**config.mk**
```make
export PLATFORM = sky130hd
export DESIGN_NAME = adc_ctrl
export DESIGN_NICKNAME = d
export VERILOG_FILES = /design/src/rtl/adc_ctrl.sv
export SDC_FILE = /design/constraint.sdc
export NUM_CORES = 1
export LEC_CHECK = 0
export CAP_MARGIN = 20
export CORE_MARGIN = 4
export CORE_UTILIZATION = 45
export CTS_BUF_LIST = sky130_fd_sc_hd__clkbuf_4
export DETAILED_ROUTE_END_ITERATION = 10
export GPL_TIMING_DRIVEN = 0
export PLACE_DENSITY = 0.72
export SLEW_MARGIN = 30
export SYNTH_ARGS = -nofsm -noshare
export SYNTH_HDL_FRONTEND = slang
export SYNTH_SLANG_ARGS = --single-unit
export TNS_END_PERCENT = 100
```
**constraint.sdc**
```tcl
create_clock -name clk -period 2.9 [get_ports clk]
set_input_delay 0.87 -clock clk [delete_from_list [all_inputs] [get_ports clk]]
set_output_delay 0.87 -clock clk [all_outputs]
set_load 0.005 [all_outputs]
```
**src/rtl/adc_ctrl.sv**
```systemverilog
// adc_ctrl: scan controller for an 8-bit parallel ADC with a sample stream.
// Optional EOC watchdog: define ADC_EOC_TIMEOUT_EN to enable it.
module adc_ctrl #(
    parameter int NUM_CH   = 3,
    parameter int CONV_GAP = 16,
    parameter int RD_HOLD  = 2,
    parameter int TIMEOUT  = 255
) (
    input  logic       clk,
    input  logic       resetn,
    input  logic       enable,
    input  logic [7:0] Data_in,
    input  logic       EOC,
    output logic       A0,
    output logic       A1,
    output logic       CONVST,
    output logic       RD,
    output logic       CS,
    output logic       PD,
    output logic [7:0] sample_data,
    output logic [1:0] sample_ch,
    output logic       sample_valid,
    input  logic       sample_ready,
    output logic       overrun,
    output logic       timeout_err
);

    if (NUM_CH < 1 || NUM_CH > 4) begin : g_bad_num_ch
        $error("adc_ctrl: NUM_CH must be 1..4");
    end
    if (CONV_GAP < 1 || CONV_GAP > 255) begin : g_bad_gap
        $error("adc_ctrl: CONV_GAP must be 1..255");
    end
    if (RD_HOLD < 2 || RD_HOLD > 15) begin : g_bad_hold
        $error("adc_ctrl: RD_HOLD must be 2..15");
    end
    if (TIMEOUT < 2) begin : g_bad_tmo
        $error("adc_ctrl: TIMEOUT must be >= 2");
    end

    typedef enum logic [2:0] {
        IDLE,
        CONV,
        WAIT_EOC,
        READ,
        RELEASE,
        GAP
    } state_t;

    localparam logic [7:0] GAP_LD  = 8'(CONV_GAP);
    localparam logic [7:0] RD_LD   = 8'(RD_HOLD - 1);
    localparam logic [1:0] LAST_CH = 2'(NUM_CH - 1);

    state_t     state;
    state_t     state_n;
    logic [7:0] cnt;
    logic [7:0] cnt_n;
    logic [1:0] cur_ch;
    logic [1:0] cur_ch_n;
    logic [1:0] nxt_ch;
    logic [1:0] addr_n;
    logic       load;

`ifdef ADC_EOC_TIMEOUT_EN
    localparam int            TW       = $clog2(TIMEOUT + 1);
    localparam logic [TW-1:0] TMO_LAST = TW'(TIMEOUT - 1);

    // tcnt holds the number of cycles since the CONVST strobe (or since
    // RELEASE was entered); hitting TMO_LAST makes the pulse land
    // exactly TIMEOUT cycles after the strobe.
    logic [TW-1:0] tcnt;
    logic          tmo_hit;
    logic          tmo;

    assign tmo_hit = (tcnt == TMO_LAST);
`endif

    // Channel the ADC mux is pointed at for the following conversion.
    assign nxt_ch = (cur_ch == LAST_CH) ? 2'd0 : cur_ch + 2'd1;

    // Next-state, counter and channel-tracking logic.
    always_comb begin
        state_n  = state;
        cnt_n    = cnt;
        cur_ch_n = cur_ch;
        load     = 1'b0;
`ifdef ADC_EOC_TIMEOUT_EN
        tmo      = 1'b0;
`endif
        unique case (state)
            IDLE: begin
                if (enable) begin
                    state_n = GAP;
                    cnt_n   = GAP_LD;
                end
            end
            GAP: begin
                if (cnt == 8'd0) begin
                    state_n = enable ? CONV : IDLE;
                end else begin
                    cnt_n = cnt - 8'd1;
                end
            end
            CONV: begin
                state_n = WAIT_EOC;
            end
            WAIT_EOC: begin
                if (!EOC) begin
                    state_n = READ;
                    cnt_n   = RD_LD;
                end
`ifdef ADC_EOC_TIMEOUT_EN
                else if (tmo_hit) begin
                    tmo      = 1'b1;
                    state_n  = GAP;
                    cnt_n    = GAP_LD;
                    cur_ch_n = 2'd0;
                end
`endif
            end
            READ: begin
                if (cnt == 8'd0) begin
                    load     = 1'b1;
                    cur_ch_n = nxt_ch;
                    state_n  = RELEASE;
                end else begin
                    cnt_n = cnt - 8'd1;
                end
            end
            RELEASE: begin
                if (EOC) begin
                    state_n = GAP;
                    cnt_n   = GAP_LD;
                end
`ifdef ADC_EOC_TIMEOUT_EN
                else if (tmo_hit) begin
                    tmo      = 1'b1;
                    state_n  = GAP;
                    cnt_n    = GAP_LD;
                    cur_ch_n = 2'd0;
                end
`endif
            end
            default: begin
                state_n = IDLE;
                cnt_n   = 8'd0;
            end
        endcase

        // Address moves to the next channel for the whole read so the
        // mux settles before the following CONVST.
        addr_n = {A1, A0};
        if (state_n == READ) begin
            addr_n = nxt_ch;
        end
`ifdef ADC_EOC_TIMEOUT_EN
        if (tmo) begin
            addr_n = 2'd0;
        end
`endif
    end

    // State, counter and tracked-channel registers.
    always_ff @(posedge clk or negedge resetn) begin
        if (!resetn) begin
            state  <= IDLE;
            cnt    <= 8'd0;
            cur_ch <= 2'd0;
        end else begin
            state  <= state_n;
            cnt    <= cnt_n;
            cur_ch <= cur_ch_n;
        end
    end

    // ADC strobes, power and address, registered from the next state.
    always_ff @(posedge clk or negedge resetn) begin
        if (!resetn) begin
            CONVST <= 1'b1;
            CS     <= 1'b1;
            RD     <= 1'b1;
            PD     <= 1'b0;
            A1     <= 1'b0;
            A0     <= 1'b0;
        end else begin
            CONVST <= (state_n != CONV);
            CS     <= (state_n != READ);
            RD     <= (state_n != READ);
            PD     <= (state_n != IDLE);
            A1     <= addr_n[1];
            A0     <= addr_n[0];
        end
    end

    // Sample holding register with overwrite-on-overrun semantics.
    always_ff @(posedge clk or negedge resetn) begin
        if (!resetn) begin
            sample_data  <= 8'd0;
            sample_ch    <= 2'd0;
            sample_valid <= 1'b0;
            overrun      <= 1'b0;
        end else begin
            overrun <= load && sample_valid && !sample_ready;
            if (load) begin
                sample_data  <= Data_in;
                sample_ch    <= cur_ch;
                sample_valid <= 1'b1;
            end else if (sample_valid && sample_ready) begin
                sample_valid <= 1'b0;
            end
        end
    end

`ifdef ADC_EOC_TIMEOUT_EN
    // EOC watchdog counter and its error pulse.
    always_ff @(posedge clk or negedge resetn) begin
        if (!resetn) begin
            tcnt        <= '0;
            timeout_err <= 1'b0;
        end else begin
            timeout_err <= tmo;
            if (state_n == WAIT_EOC || state_n == RELEASE) begin
                tcnt <= (state_n == state) ? tcnt + 1'b1 : TW'(1);
            end else begin
                tcnt <= '0;
            end
        end
    end
`else
    assign timeout_err = 1'b0;
`endif

endmodule

```
==> Word-level counts from Yosys, hierarchy flattened <==
Cells that the tools add are included.
{ "classes": {"addsub": 2, "n_eq_ne": 13, "mux": 17, "bitwise_logic": 1, "n_reduce_logical": 11} }
{ "ops": {"columns": ["op", "count"], "rows": [
  ["$pmux 8 s5", 1],
  ["$mux 8", 4],
  ["$pmux 3 s6", 1],
  ["$mux 3", 5],
  ["$eq 3x2->1 const B", 3],
  ["$logic_not 8->1", 1],
  ["$ne 2x2->1 const B", 4],
  ["$sub 8x1->8 const B", 1],
  ["$eq 3x3->1 const B", 2],
  ["$mux 1", 5],
  ["$reduce_and 5->1", 1],
  ["$eq 3x1->1 const B", 1],
  ["$logic_and 1x1->1", 3],
  ["$logic_not 3->1", 1],
  ["$ne 3x1->1 const B", 1],
  ["$ne 3x2->1 const B", 1],
  ["$reduce_bool 3->1", 1],
  ["$add 2x1->2 const B", 1],
  ["$eq 2x2->1 const B", 1],
  ["$mux 2", 1],
  ["$reduce_and 2->1", 1],
  ["$reduce_bool 2->1", 1],
  ["$reduce_or 2->1", 1],
  ["$logic_not 1->1", 1],
  ["$not 1->1", 1]
]} }
{ "word_totals": {"ff_bits": 30, "inputBits": 13} }

==> Logic depth before layout (Yosys ltp) <==
{ "depth": {"depth_word": 5, "mapped_depth": 8, "depth_no_buf": 6} }

==> Worst setup path before layout <==
OpenSTA, ideal clock, no wires.
{ "synth_path": {"kind": "register to register", "start": "register cnt[0]", "end": "register cur_ch[0]", "setup_time_ps": 125, "arrival_time_ps": 2126, "required_ps": 2775, "slack_ps": 649, "stages_incl_launch_ff": 8, "n_path_buf": 2, "path_cell_list": "dfrtp_1 -> inv_1 -> ha_1 -> or3b_2 -> or4_4 -> buf_6 -> buf_12 -> mux2_4"} }
{ "synth_via": {"elab_chain_len": 2} }
{ "synth_lines": {"columns": ["item", "line_no", "text"], "rows": [
  ["start, declared", "56", "logic [7:0] cnt;"],
  ["start signal, assigned", "171", "cnt <= cnt_n;"],
  ["$logic_not 8->1", "122", "if (cnt == 8'd0) begin"],
  ["$reduce_and 2->1 (no source line)", null, null],
  ["end signal, assigned", "172", "cur_ch <= cur_ch_n;"],
  ["end, declared", "58", "logic [1:0] cur_ch;"]
]} }
No other way between the ends.
A chain may end at the register's enable or synchronous reset.

==> Final worst setup path <==
{ "layout_path": {"start": "register cnt[0]", "end": "register sample_data[4]"} }
{ "layout_via": {"elab_chain_len": 3} }
{ "layout_lines": {"columns": ["item", "line_no", "text"], "rows": [
  ["$logic_not 8->1", "122", null],
  ["$mux 1", "122", null],
  ["$mux 1", "90", "unique case (state)"],
  ["end signal, assigned", "205", "sample_data <= Data_in;"],
  ["end, declared", "20", "output logic [7:0] sample_data,"]
]} }
No other way between the ends.

==> PnR_summary.wiki <==
{| class="wikitable"
! Metric !! Value
|-
| Power Density || 1050 mW/mm²
|-
| Ys flop type || sky130_fd_sc_hd__dfrtp_1
|-
| Post-layout net count || 189
|-
| Reported leakage power || 0.823 nW
|-
| Top Ports || 32
|-
| H-tree depth || 2
|-
| Fraction of layout instances using a drive strength above 1 || 0.188
|-
| Mean Syn Cell Area || 11.0 µm²
|-
| Worst supply voltage drop on vdd || 463 µV
|-
| Internal Dissipation || 1.26 mW
|-
| Required time at the endpoint of the critical path || 3120 ps
|-
| Post-Route Setup TNS || 0 ps
|-
| Die height || 66.1 µm
|-
| RSZ-0062 raised after global routing || false
|-
| TritonCTS buffer count || 5
|-
| Core Area || 0.00315 mm²
|-
| Via Count || 1176
|-
| Total of flip-flops plus latches after synthesis || 30
|-
| Portion of total power attributed to the clock network || 0.117
|-
| RR Startpoint || cnt[0]
|-
| Post-CTS Setup Inserts || 0
|-
| GRT Total Usage || 0.164
|-
| End point of the critical path || sample_data[4]
|-
| Run status || completed
|-
| Chip width || 66.1 µm
|-
| Startpoint Class || flip-flop
|-
| Reg2reg path depth || 7
|-
| Synth Area in XOR/XNOR || 0.00577
|-
| Drc violations || 0
|-
| RePlAce Congestion || 0.921
|-
| Final setup violating endpoints || 0
|-
| Number of slew-limit violations in the final report || 0
|-
| Pin slew with the least headroom to its limit || 654 ps
|-
| Part of the total power dissipated in sequential elements || 0.352
|-
| Area enclosed by the die boundary || 0.00437 mm²
|-
| Adder-cell share of the synthesized area || 0.00824
|-
| Overflow after GRT || 0
|-
| Worst-path clk slew || 90 ps
|-
| Post-synthesis net count || 152
|-
| Synthesis-to-finish area growth || 26.6%
|-
| Antenna diodes || 0
|-
| Total routed wirelength || 3040 µm
|-
| Total of buffers placed on input and output ports || 30
|-
| Slack of the worst reg-to-reg path || 520 ps
|-
| Initial drt markers || 35
|-
| First-pass GRT wire length || 5310 µm
|-
| Hold Crit Class || reg -> reg
|-
| Total number of yosys warnings || 0
|-
| Post-CTS Resized || 0
|-
| Number of enable flip-flop cells after synthesis || 0
|-
| Max Fclk || 420 MHz
|-
| Number of nets with antenna violations after routing || 0
|-
| Worst setup path start || cnt[0]
|-
| Detailed Place HPWL || 2200 µm
|-
| PnR worst setup slack || 517 ps
|-
| Clock tree from TritonCTS || done
|-
| Worst slack, placed || 254 ps
|-
| CTS root buf || sky130_fd_sc_hd__clkbuf_4
|-
| Clock latency reported for the late side of the worst-skew pair || 330 ps
|-
| Hold bufs inserted after CTS || 0
|-
| Final period utilization || 0.822
|-
| Share of cell area taken by muxes after synthesis || 0.118
|-
| Worst setup path class || reg -> reg
|-
| Layout Skew || 9.19 ps
|-
| FF-to-FF End || sample_data[4]
|-
| Worst endpoint data arrival time || 2600 ps
|-
| Endpoint kind of the worst setup timing path || flip-flop
|-
| Std cell rows || 20
|-
| Cell area after synthesis || 0.00152 mm²
|-
| Number of antenna violations at the first check in global routing || 0
|-
| Clock Path Buffers || 2
|-
| Async SR Flop Fraction || 1.00
|-
| Largest family of logic cells by synthesized area || simple AND/OR/NAND/NOR gates
|-
| Vias in the first global route || 1198
|-
| Maximum number of pins on one net before global-route repair || 31
|-
| TritonCTS sink count || 30
|-
| Switching power share of the total || 0.375
|-
| Combinational Power Share || 0.531
|-
| Register area share after synthesis || 0.496
|-
| Count of different cell masters after synthesis || 43
|-
| Share of the synthesized area in compound gates (AO/OA/AOI/OAI) || 0.151
|-
| Via count normalized by instance count || 5.35
|-
| WL per Instance || 13.8 µm
|-
| Minimum period implied by the final worst setup slack || 2380 ps
|-
| Final hold viol count || 0
|-
| Peak fanout along the critical path || 10
|-
| Worst slew margin || 0.564
|-
| Area fraction in and, or, nand and nor cells after synthesis || 0.164
|-
| Max-cap violation count || 0
|-
| Starting density of the core || 0.482
|-
| Mapped Cells || 138
|-
| Drt pass-1 iters || 5
|-
| Fill cell total of the finished layout || 271
|-
| Net switching power of the design || 759 µW
|}
## Yosys cell counts, drive strengths merged (2+ instances only)
master / instances / area, µm²
nand2b: 6 / 37.5
nor2: 12 / 45.0
o21ai: 9 / 45.0
mux2: 13 / 169
clkbuf: 3 / 11.3
or4: 3 / 30.0
a31oi: 4 / 25.0
dfstp: 2 / 52.6
a21o: 2 / 15.0
dfrtp: 28 / 701
nor3b: 2 / 20.0
nand2: 8 / 30.0
a21boi: 2 / 15.0
a21oi: 7 / 35.0
inv: 5 / 18.8
nor2b: 3 / 18.8
nor4: 2 / 12.5
buf: 5 / 53.8
o2bb2ai: 3 / 26.3
## registers in the layout (all words and copies together) (netlist names)
signal        flops
PD                1
sample_data       8
CONVST            1
state             3
overrun           1
sample_valid      1
CS                1
cnt               8
A0                1
sample_ch         2
A1                1
cur_ch            2
## power by group through the flow
stage / Sequential (mW) / Clock [mW] / Combinational, mW
2_1_floorplan: 0.710 / 0 / 0.693
3_3_place_gp: 0.709 / 0 / 1.06
3_5_place_dp: 0.719 / 0 / 1.08
4_1_cts: 0.712 / 0.253 / 1.08
5_1_grt: 0.739 / 0.276 / 1.20
6_report: 0.712 / 0.237 / 1.08
## metal layers
metal	global-route usage	part of all wire	wire length [µm]	vias up
met2	0.278	0.48	1460	35
met5	0	0	0	-
li1	-	-	-	579
met1	0.178	0.43	1300	557
met3	0.0629	0.072	218	5
met4	0.0761	0.018	55	0
## critical path: stages, from the launching register on
cell	delay [ps]
sky130_fd_sc_hd__dfrtp_1	400
sky130_fd_sc_hd__inv_1	90
sky130_fd_sc_hd__ha_1	210
sky130_fd_sc_hd__or3b_2	490
sky130_fd_sc_hd__or4_4	500
sky130_fd_sc_hd__buf_6	150
sky130_fd_sc_hd__buf_12	140
sky130_fd_sc_hd__mux2_4	290
## cells in the final DEF (no fill, tap or decap), types with 4 or more instances in the layout
| cell | count |
|---|---|
| sky130_fd_sc_hd__nand2_1 | 8 |
| sky130_fd_sc_hd__nand2b_1 | 6 |
| sky130_fd_sc_hd__clkdlybuf4s50_1 | 29 |
| sky130_fd_sc_hd__a21oi_1 | 7 |
| sky130_fd_sc_hd__inv_1 | 5 |
| sky130_fd_sc_hd__o21ai_0 | 9 |
| sky130_fd_sc_hd__mux2_2 | 7 |
| sky130_fd_sc_hd__a31oi_1 | 4 |
| sky130_fd_sc_hd__dfrtp_1 | 28 |
| sky130_fd_sc_hd__clkbuf_4 | 5 |
| sky130_fd_sc_hd__nor2_1 | 12 |
| sky130_fd_sc_hd__mux2_4 | 6 |
## stage by stage
step | utilization | instance area (µm²) | instances | total power [mW] | hold WS (ps)
2_1_floorplan | - | 1520 | 138 | 1.40 | 480
3_3_place_gp | 0.594 | 1870 | 212 | 1.77 | 486
3_5_place_dp | 0.593 | 1870 | 212 | 1.80 | 491
4_1_cts | 0.610 | 1920 | 220 | 2.05 | 513
5_1_grt | 0.610 | 1920 | 220 | 2.21 | 539
6_report | 0.610 | 1920 | 220 | 2.02 | 510
## cell type report
| cell class | instances | area, µm² | share of cell area |
|---|---|---|---|
| buffer | 8 | 65.1 | 0.0338 |
| clock buffer | 5 | 37.5 | 0.0195 |
| clock inverter | 3 | 16.3 | 0.00846 |
| inverter | 5 | 18.8 | 0.00976 |
| multi-input combinational | 95 | 682 | 0.355 |
| sequential | 30 | 753 | 0.392 |
| tap | 44 | 55.1 | 0.0286 |
| timing repair buffer | 30 | 295 | 0.154 |
## worst min-delay path by stage
| stage | startpoint | endpoint | slack, ps | cells after the start |
|---|---|---|---|---|
| final | sample_data[1] | sample_data[1] | 510 | 1 |
| after global routing | sample_data[0] | sample_data[0] | 540 | 1 |
| after CTS | sample_data[1] | sample_data[1] | 510 | 1 |
| after detailed placement | sample_data[1] | sample_data[1] | 490 | 1 |
| after global placement | sample_data[1] | sample_data[1] | 490 | 1 |
| after floorplan | cnt[6] | cnt[6] | 480 | 1 |
## kinds of logic after synthesis
logic type | after synthesis
fa+ha+maj | 1
mux | 14
other cells | 1
simple gates | 43
flops | 30
buf+inv | 13
compound gates | 35
xor+xnor | 1
(Power assumes the default switching activity.)
